`src/rtl/fetch_pkg.sv`:
```
// Shared types and constants for the instruction fetch unit.
// Instructions are two bytes, hi byte first, on a 12-bit byte address space.
package fetch_pkg;

  typedef logic [7:0]  u8;
  typedef logic [11:0] u12;
  typedef logic [15:0] u16;

  typedef enum logic [1:0] {
    FETCH_HI = 2'd0,
    FETCH_LO = 2'd1,
    HOLD     = 2'd2,
    DRAIN    = 2'd3
  } fetch_state_t;

  localparam u12 PROGRAM_START = 12'h200;

  // Address arithmetic wraps modulo 4 KiB.
  function automatic u12 addr_add(input u12 base, input u12 offset);
    return base + offset;
  endfunction

endpackage

```
`src/rtl/fetch.sv`:
```
// Two-byte instruction fetcher: reads hi then lo byte, holds the word for decode,
// and on redirect discards partial work, draining any read still in flight.
module fetch
  import fetch_pkg::*;
#(
  parameter u12 RESET_PC = PROGRAM_START
) (
  input  logic        clk,
  input  logic        rst,
  output logic        mem_req,
  output logic [11:0] mem_addr,
  input  logic [7:0]  mem_rdata,
  input  logic        mem_valid,
  output logic [15:0] instr,
  output logic        instr_valid,
  input  logic        instr_ready,
  output logic [11:0] pc,
  input  logic        redirect,
  input  logic [11:0] redirect_pc
);

  fetch_state_t state_q;
  u12           pc_q;
  u16           instr_q;
  logic         instr_valid_q;
  logic         mem_req_q;
  u12           mem_addr_q;

  // A response only counts while our own request is up; this also masks
  // late responses to a read that a reset aborted.
  logic rsp_ok;
  assign rsp_ok = mem_req_q & mem_valid;

  // NOTE: reset is asynchronous and active-low, so it sits in the sensitivity
  // list; all state updates use non-blocking assignments so every register
  // samples the pre-edge values of its neighbours.
  always_ff @(posedge clk or negedge rst) begin
    if (!rst) begin
      state_q       <= FETCH_HI;
      pc_q          <= RESET_PC;
      instr_q       <= '0;
      instr_valid_q <= 1'b0;
      mem_req_q     <= 1'b0;
      mem_addr_q    <= RESET_PC;
    end else if (redirect) begin
      pc_q          <= redirect_pc;
      instr_valid_q <= 1'b0;
      if (mem_req_q && !mem_valid) begin
        // A read is in flight: keep its address up until it completes.
        state_q <= DRAIN;
      end else begin
        state_q    <= FETCH_HI;
        mem_req_q  <= 1'b1;
        mem_addr_q <= redirect_pc;
      end
    end else begin
      unique case (state_q)
        FETCH_HI: begin
          // Raises the request on the first cycle out of reset.
          mem_req_q <= 1'b1;
          if (rsp_ok) begin
            instr_q[15:8] <= mem_rdata;
            mem_addr_q    <= addr_add(pc_q, 12'd1);
            state_q       <= FETCH_LO;
          end
        end
        FETCH_LO: begin
          if (rsp_ok) begin
            instr_q[7:0]  <= mem_rdata;
            mem_req_q     <= 1'b0;
            instr_valid_q <= 1'b1;
            state_q       <= HOLD;
          end
        end
        HOLD: begin
          if (instr_ready) begin
            pc_q          <= addr_add(pc_q, 12'd2);
            mem_addr_q    <= addr_add(pc_q, 12'd2);
            mem_req_q     <= 1'b1;
            instr_valid_q <= 1'b0;
            state_q       <= FETCH_HI;
          end
        end
        DRAIN: begin
          if (rsp_ok) begin
            mem_addr_q <= pc_q;
            state_q    <= FETCH_HI;
          end
        end
        default: state_q <= FETCH_HI;
      endcase
    end
  end

  assign mem_req     = mem_req_q;
  assign mem_addr    = mem_addr_q;
  assign instr       = instr_q;
  assign instr_valid = instr_valid_q;
  assign pc          = pc_q;

endmodule

```
`config.mk`:
```
export PLATFORM = sky130hd
export DESIGN_NAME = fetch
export DESIGN_NICKNAME = d
export VERILOG_FILES = /design/src/rtl/fetch_pkg.sv /design/src/rtl/fetch.sv
export SDC_FILE = /design/constraint.sdc
export NUM_CORES = 1
export LEC_CHECK = 0
export CORE_ASPECT_RATIO = 2
export CORE_MARGIN = 5
export CORE_UTILIZATION = 50
export CTS_CLUSTER_DIAMETER = 40
export DETAILED_ROUTE_END_ITERATION = 10
export DONT_BUFFER_PORTS = 1
export GPL_ROUTABILITY_DRIVEN = 1
export GPL_TIMING_DRIVEN = 0
export PLACE_DENSITY = 0.75
export SLEW_MARGIN = 20
export SYNTH_ARGS = -nofsm -noshare
export SYNTH_HDL_FRONTEND = slang
export SYNTH_SLANG_ARGS = --single-unit
```
`constraint.sdc`:
```
create_clock -name clk -period 4.9 [get_ports clk]
set_input_delay 1.225 -clock clk [delete_from_list [all_inputs] [get_ports clk]]
set_output_delay 1.225 -clock clk [all_outputs]
set_load 0.01 [all_outputs]
```
==> flow_metrics.tcl, run 1 <==
set metrics [dict create \
    status "completed" \
    seqCellArea_sq_um 1100 \
    final_common_cell "dfrtp_1" \
    tns_ns 0 \
    antennaDiodeCount 0 \
    vias 2014 \
    power.leakage_nw 1.09 \
    synthAdderAreaFrac_pct 3.55 \
    cp.required_ns 5.09 \
    drt-pass1-iter-count 4 \
    drt-total-wl_mm 6.32 \
    synth_area_leaders "dfrtp_1, mux2_2, xnor2_1, ha_1, nand2_1" \
    ys.flop_type "dfrtp_1" \
    grt_pass1_vias 2157 \
    die_h_um 109 \
    cts-buffers-inserted 5 \
    final_hold_viol_count 0 \
    synth_top_family_by_area "compound AO/OA/AOI/OAI gates" \
    cp_max_fo 10 \
    async_reset_ff_share_pct 100 \
    cts.sinks 44 \
    slew_viol_final 0 \
    syn_nets 288 \
    synth_seq_cells 44 \
    p_total_mw 1.49 \
    syn_area_per_cell_sq_um 9.63 \
    fin_ws_ns 2.39 \
    initial_core_util_pct 51.2 \
    die-area_sq_um 6520 \
    maxCapViolations 0 \
    tightest_slew_ns 0.564 \
    netlist.area_leader.share_pct 42.6 \
    htreeDepth 2 \
    cts_tree "yes" \
    synth_mux_area_share_pct 9.94 \
    fin_skew_ns 0.00848 \
    cts_resized 0 \
    io_pins 67 \
    antenna_found_initial 0 \
    synth.largest_area_cell "dfrtp_1" \
    row_count 36 \
    synth-simple-area-share_pct 15.5 \
    vdd_drop_max_mv 0.441 \
    crit_path_end_kind "register" \
    yosysSeqAreaShare_pct 44.7 \
    multi_input_area_sq_um 1260 \
    syn_to_final_growth_pct 7.56 \
    worst-setup-path-type "input pin to register" \
    routabilityCongestion 0.995 \
    drive_gt1_share_pct 14.0 \
    cp-start-kind "input pin" \
    post_drt_via_cell_ratio 6.27 \
    powerDensity_nw_per_um2 561 \
    cp.arrival_ns 2.70 \
    ctsHoldBuffers 0 \
    io_buffers 0 \
    synth_xor_area_share_pct 4.97 \
    postCtsSetupBuffers 0 \
    holdCritPathClass "register to register" \
    hold_start "mem_addr[9]" \
    grt_max_degree 45 \
    die_x_um 59.7 \
    ys_types 42 \
    max_freq_ghz 0.399 \
    cp-startpoint "redirect" \
    synth_area_sq_um 2470 \
    synth_edf_count 0 \
    mostFrequentLayoutCells "dfrtp_1, nand2_1, nor2_1, mux2_2" \
    min_period_ns 2.51 \
    synth_compound_area_share_pct 17.1 \
    drt_iter0_drc 90 \
    yosys_warnings 0 \
    grt_pass1_wl_mm 10.2 \
    reg2reg_depth 8 \
    wl_per_cell_um 19.7 \
    coreArea_sq_um 4820 \
    clock_latency_ns 0.30 \
    clockBufferDepth 2 \
    synthesis.instances 256 \
    post-route-period-util_pct 51.2 \
    min_path_cells 2 \
    track_usage_pct 20.7 \
    clk_pin_slew_ns 0.09 \
    fin_nets 295 \
    timing.rr.start "state_q[0]" \
    setup_viol 0 \
    ant_nets 0 \
    rsz0062_at_grt "no" \
    root_buffer "clkbuf_8" \
    grt_overflow 0 \
    dp_hpwl_mm 4.72 \
    slew_headroom_pct 62.3 \
    place_ws_ns 2.08 \
    n_fill_cell 431 \
    drc_errors 0 \
]
## cell usage after synthesis (all sizes together), types with 2 or more instances
cell    count
dfrtp      42
nand2      22
nor2       21
mux2       20
o21ai      17
a21oi      16
inv        11
xnor2      11
o31ai      10
clkbuf      8
buf         7
ha          7
nand3       7
nor3        7
nand2b      6
or3         5
a21boi      4
a21o        3
and3        3
xor2        3
a221oi      2
dfstp       2
mux2i       2
nand4       2
o211ai      2
o311a       2
or4         2
## layout make-up
class / count / share of cell area (%)
flip-flops and latches: 44 / 41.6
multi-input cells: 186 / 47.5
plain buffers: 15 / 2.36
well taps: 57 / 2.69
clock inverters: 3 / 1.75
inverters: 11 / 1.56
clock buffers: 5 / 2.59
## worst paths after layout
path                          endpoint  slack [ns]
hold / removal             mem_addr[9]        0.51
setup / recovery              instr[1]        2.39
max in group asynchronous  mem_addr[9]        4.11
setup reg to reg           mem_addr[7]        2.58
hold reg to reg            mem_addr[9]        0.51
min in group asynchronous        pc[0]        0.61
## worst max-delay path: stages
cell and delay, ns:
inv_1 0.07, clkbuf_1 0.43, nand4_1 0.53, mux2_2 0.44
## sequential cells by signal (all words and copies together) (netlist names)
signal       count
instr           16
instr_valid      1
mem_addr        12
mem_req          1
pc              12
state_q          2
## layer usage
metal | global-route usage (%) | vias up | share of wire, %
li1 | - | 918 | -
met1 | 20.5 | 977 | 33
met2 | 35.6 | 98 | 54
met3 | 7.29 | 21 | 9.6
met4 | 12.4 | 0 | 3.4
met5 | 0 | - | 0
## power breakdown
group,internal [mW],switching [mW],leakage (nW)
clock,0.154,0.133,0.0548
combinational,0.227,0.274,0.518
sequential,0.511,0.188,0.519
total,0.892,0.595,1.09
## logic make-up (layout without fill, tap and decap cells)
family / Yosys count / in the layout
XOR/XNOR: 14 / 14
AO/OA/AOI/OAI: 65 / 65
adder cells (fa/ha/maj): 7 / 7
AND/OR/NAND/NOR: 78 / 78
flip-flops: 44 / 44
buffers and inverters: 26 / 34
multiplexers: 22 / 22
## metrics by stage
| stage | hold slack, ns | area (sq um) | util (%) | instances |
|---|---|---|---|---|
| 4_1_cts | 0.515 | 2650 | 55.0 | 321 |
| 2_1_floorplan | 0.478 | 2470 | - | 256 |
| 3_3_place_gp | 0.491 | 2540 | 52.6 | 313 |
| 6_report | 0.510 | 2650 | 55.0 | 321 |
| 5_1_grt | 0.526 | 2650 | 55.0 | 321 |
| 3_5_place_dp | 0.501 | 2540 | 52.6 | 313 |
Note: power is estimated with default switching activity, not from simulation.
==> run 2: changes to the inputs <==
--- a/config.mk
+++ b/config.mk
@@ -5,6 +5,7 @@
 export SDC_FILE = /design/constraint.sdc
 export NUM_CORES = 1
 export LEC_CHECK = 0
+export ABC_AREA = 1
 export CORE_ASPECT_RATIO = 2
 export CORE_MARGIN = 5
 export CORE_UTILIZATION = 50
==> constraint.sdc (replaced) <==
create_clock -name clk -period 2.59 [get_ports clk]
set_input_delay 0.6475 -clock clk [delete_from_list [all_inputs] [get_ports clk]]
set_output_delay 0.6475 -clock clk [all_outputs]
set_load 0.01 [all_outputs]
==> flow_metrics.tcl, run 2 <==
set metrics [dict create \
    min_period_ns 1.97 \
    fin_ws_ns 0.618 \
    hold_slack_ns 0.0221 \
    yosys_warnings 0 \
    multi_input_area_sq_um 1260 \
    mostFrequentLayoutCells "nand2_1, dfrtp_1, inv_1, o21ai_0, nor2_1" \
    grt_overflow 0 \
    drive_gt1_share_pct 10.4 \
    cts_resized 0 \
    netlist.area_leader.share_pct 40.6 \
    die_x_um 60.9 \
    crit_path_end_kind "register" \
    tns_ns 0 \
    maxCapViolations 0 \
    fin_nets 388 \
    cp.arrival_ns 2.23 \
    ant_nets 0 \
    synth_area_leaders "dfrtp_1, nand2_1, o21ai_0, inv_1, nor2_1" \
    die-area_sq_um 6810 \
    antenna_found_initial 0 \
    grt_pass1_wl_mm 11.8 \
    yosysSeqAreaShare_pct 42.6 \
    grt_max_degree 45 \
    tightest_slew_ns 0.411 \
    clk_pin_slew_ns 0.09 \
    grt_pass1_vias 2505 \
    power.leakage_nw 1.32 \
    seqPwrFrac_pct 44.2 \
    synth.most_common_cell "nand2_1" \
    p_sw_mw 1.51 \
    fin_skew_ns 0.0110 \
    drc_errors 0 \
    row_count 37 \
    synth.largest_area_cell "dfrtp_1" \
    clockBufferDepth 2 \
    synth_area_sq_um 2590 \
    io_buffers 0 \
    vias 2414 \
    drt-total-wl_mm 7.39 \
    track_usage_pct 23.1 \
    cts-buffers-inserted 5 \
    htreeDepth 2 \
    drt_iter0_drc 94 \
    coreArea_sq_um 5090 \
    n_fill_cell 522 \
    io_pins 67 \
    comb_power_share_pct 41.0 \
    post-route-period-util_pct 76.1 \
    swShare_pct 47.5 \
    synthesis.instances 349 \
    rsz0062_at_grt "no" \
    wl_per_cell_um 17.8 \
    p_int_mw 1.67 \
    die_h_um 112 \
    cp-start-kind "register" \
    p_total_mw 3.18 \
    largest_register_ffs 16 \
    ys_types 35 \
    clkPwrFrac_pct 14.7 \
    root_buffer "clkbuf_8" \
    post_drt_via_cell_ratio 5.82 \
    synth_edf_count 0 \
    final_common_cell "nand2_1" \
    ys.flop_type "dfrtp_1" \
    clock_latency_ns 0.31 \
    syn_nets 381 \
    synth_common_cells "nand2_1, dfrtp_1, inv_1" \
    max_freq_ghz 0.507 \
    cts.sinks 44 \
    antennaDiodeCount 0 \
    initial_core_util_pct 50.9 \
    cp.required_ns 2.85 \
    setup_viol 0 \
    powerDensity_nw_per_um2 1150 \
    dp_hpwl_mm 5.61 \
    async_reset_ff_share_pct 100 \
    drt-pass1-iter-count 4 \
    ctsHoldBuffers 0 \
    syn_to_final_growth_pct 6.57 \
    vdd_drop_max_mv 0.669 \
    place_ws_ns 0.674 \
    status "completed" \
    cp_max_fo 10 \
    worst-setup-path-type "register to register" \
    synth_seq_cells 44 \
    slew_headroom_pct 72.6 \
    slew_viol_final 0 \
    holdCritPathClass "input pin to asynchronous set/reset pin" \
    seqCellArea_sq_um 1100 \
    cts_tree "yes" \
    syn_area_per_cell_sq_um 7.42 \
    final_hold_viol_count 0 \
    routabilityCongestion 0.905 \
    postCtsSetupBuffers 0 \
]
[run 2: routing by layer]
| metal | up-vias | track usage [%] | wire length, um |
|---|---|---|---|
| met4 | 0 | 15.5 | 403 |
| met5 | - | 0 | 0 |
| li1 | 1149 | - | - |
| met2 | 95 | 39.5 | 3990 |
| met1 | 1145 | 22.1 | 2430 |
| met3 | 25 | 7.31 | 567 |
[run 2: layout make-up]
type                       count  area share [%]
sequential                    44            40.0
buffer                        13            2.63
clock buffer                   6            2.99
clock inverter                 2           0.544
inverter                      41            5.67
tap                           58            2.63
multi-input combinational    251            45.6
[run 2: kinds of logic after synthesis]
kind of cell,Yosys count,share of synthesized area [%]
adder cells (fa/ha/maj),7,3.38
flip-flops,44,42.6
AND/OR/NAND/NOR,157,25.5
buffers and inverters,54,8.84
AO/OA/AOI/OAI,83,18.3
XOR/XNOR,4,1.35
[run 2: power groups by stage]
stage | combinational [mW] | clock (mW) | sequential [mW]
after floorplan | 1.01 | 0 | 1.33
after global placement | 1.26 | 0 | 1.42
after detailed placement | 1.30 | 0 | 1.42
after CTS | 1.30 | 0.474 | 1.42
after global routing | 1.48 | 0.500 | 1.46
final | 1.31 | 0.468 | 1.41
[run 2: worst paths after layout]
check,startpoint,end,slack [ns],cells after the start
worst min register to register,mem_addr[9],mem_addr[9],0.54,2
max in group asynchronous,rst,pc[9],2.38,0
worst max-delay path,state_q[0],mem_addr[3],0.62,11
worst max register to register,state_q[0],mem_addr[3],0.62,11
min in group clk,redirect_pc[9],pc[9],0.49,2
worst min-delay path,rst,mem_addr[4],0.02,0
[run 2: metrics by stage]
stage               instance area [sq um]  utilization [%]  instances
CTS                                  2760             54.2        415
global route                         2760             54.2        415
global placement                     2660             52.3        407
finish                               2760             54.2        415
floorplan                            2590                -        349
detailed placement                   2660             52.3        407
[run 2: critical path, cell delays in order, from the launching register on]
cell and delay (ns):
dfrtp_1 0.40, inv_1 0.10, ha_1 0.20, buf_4 0.17, nor2_1 0.13, buf_2 0.24, inv_1 0.09, nand2_1 0.06
o21ai_0 0.09, o221ai_1 0.29, nand2_1 0.09, nand2_1 0.07
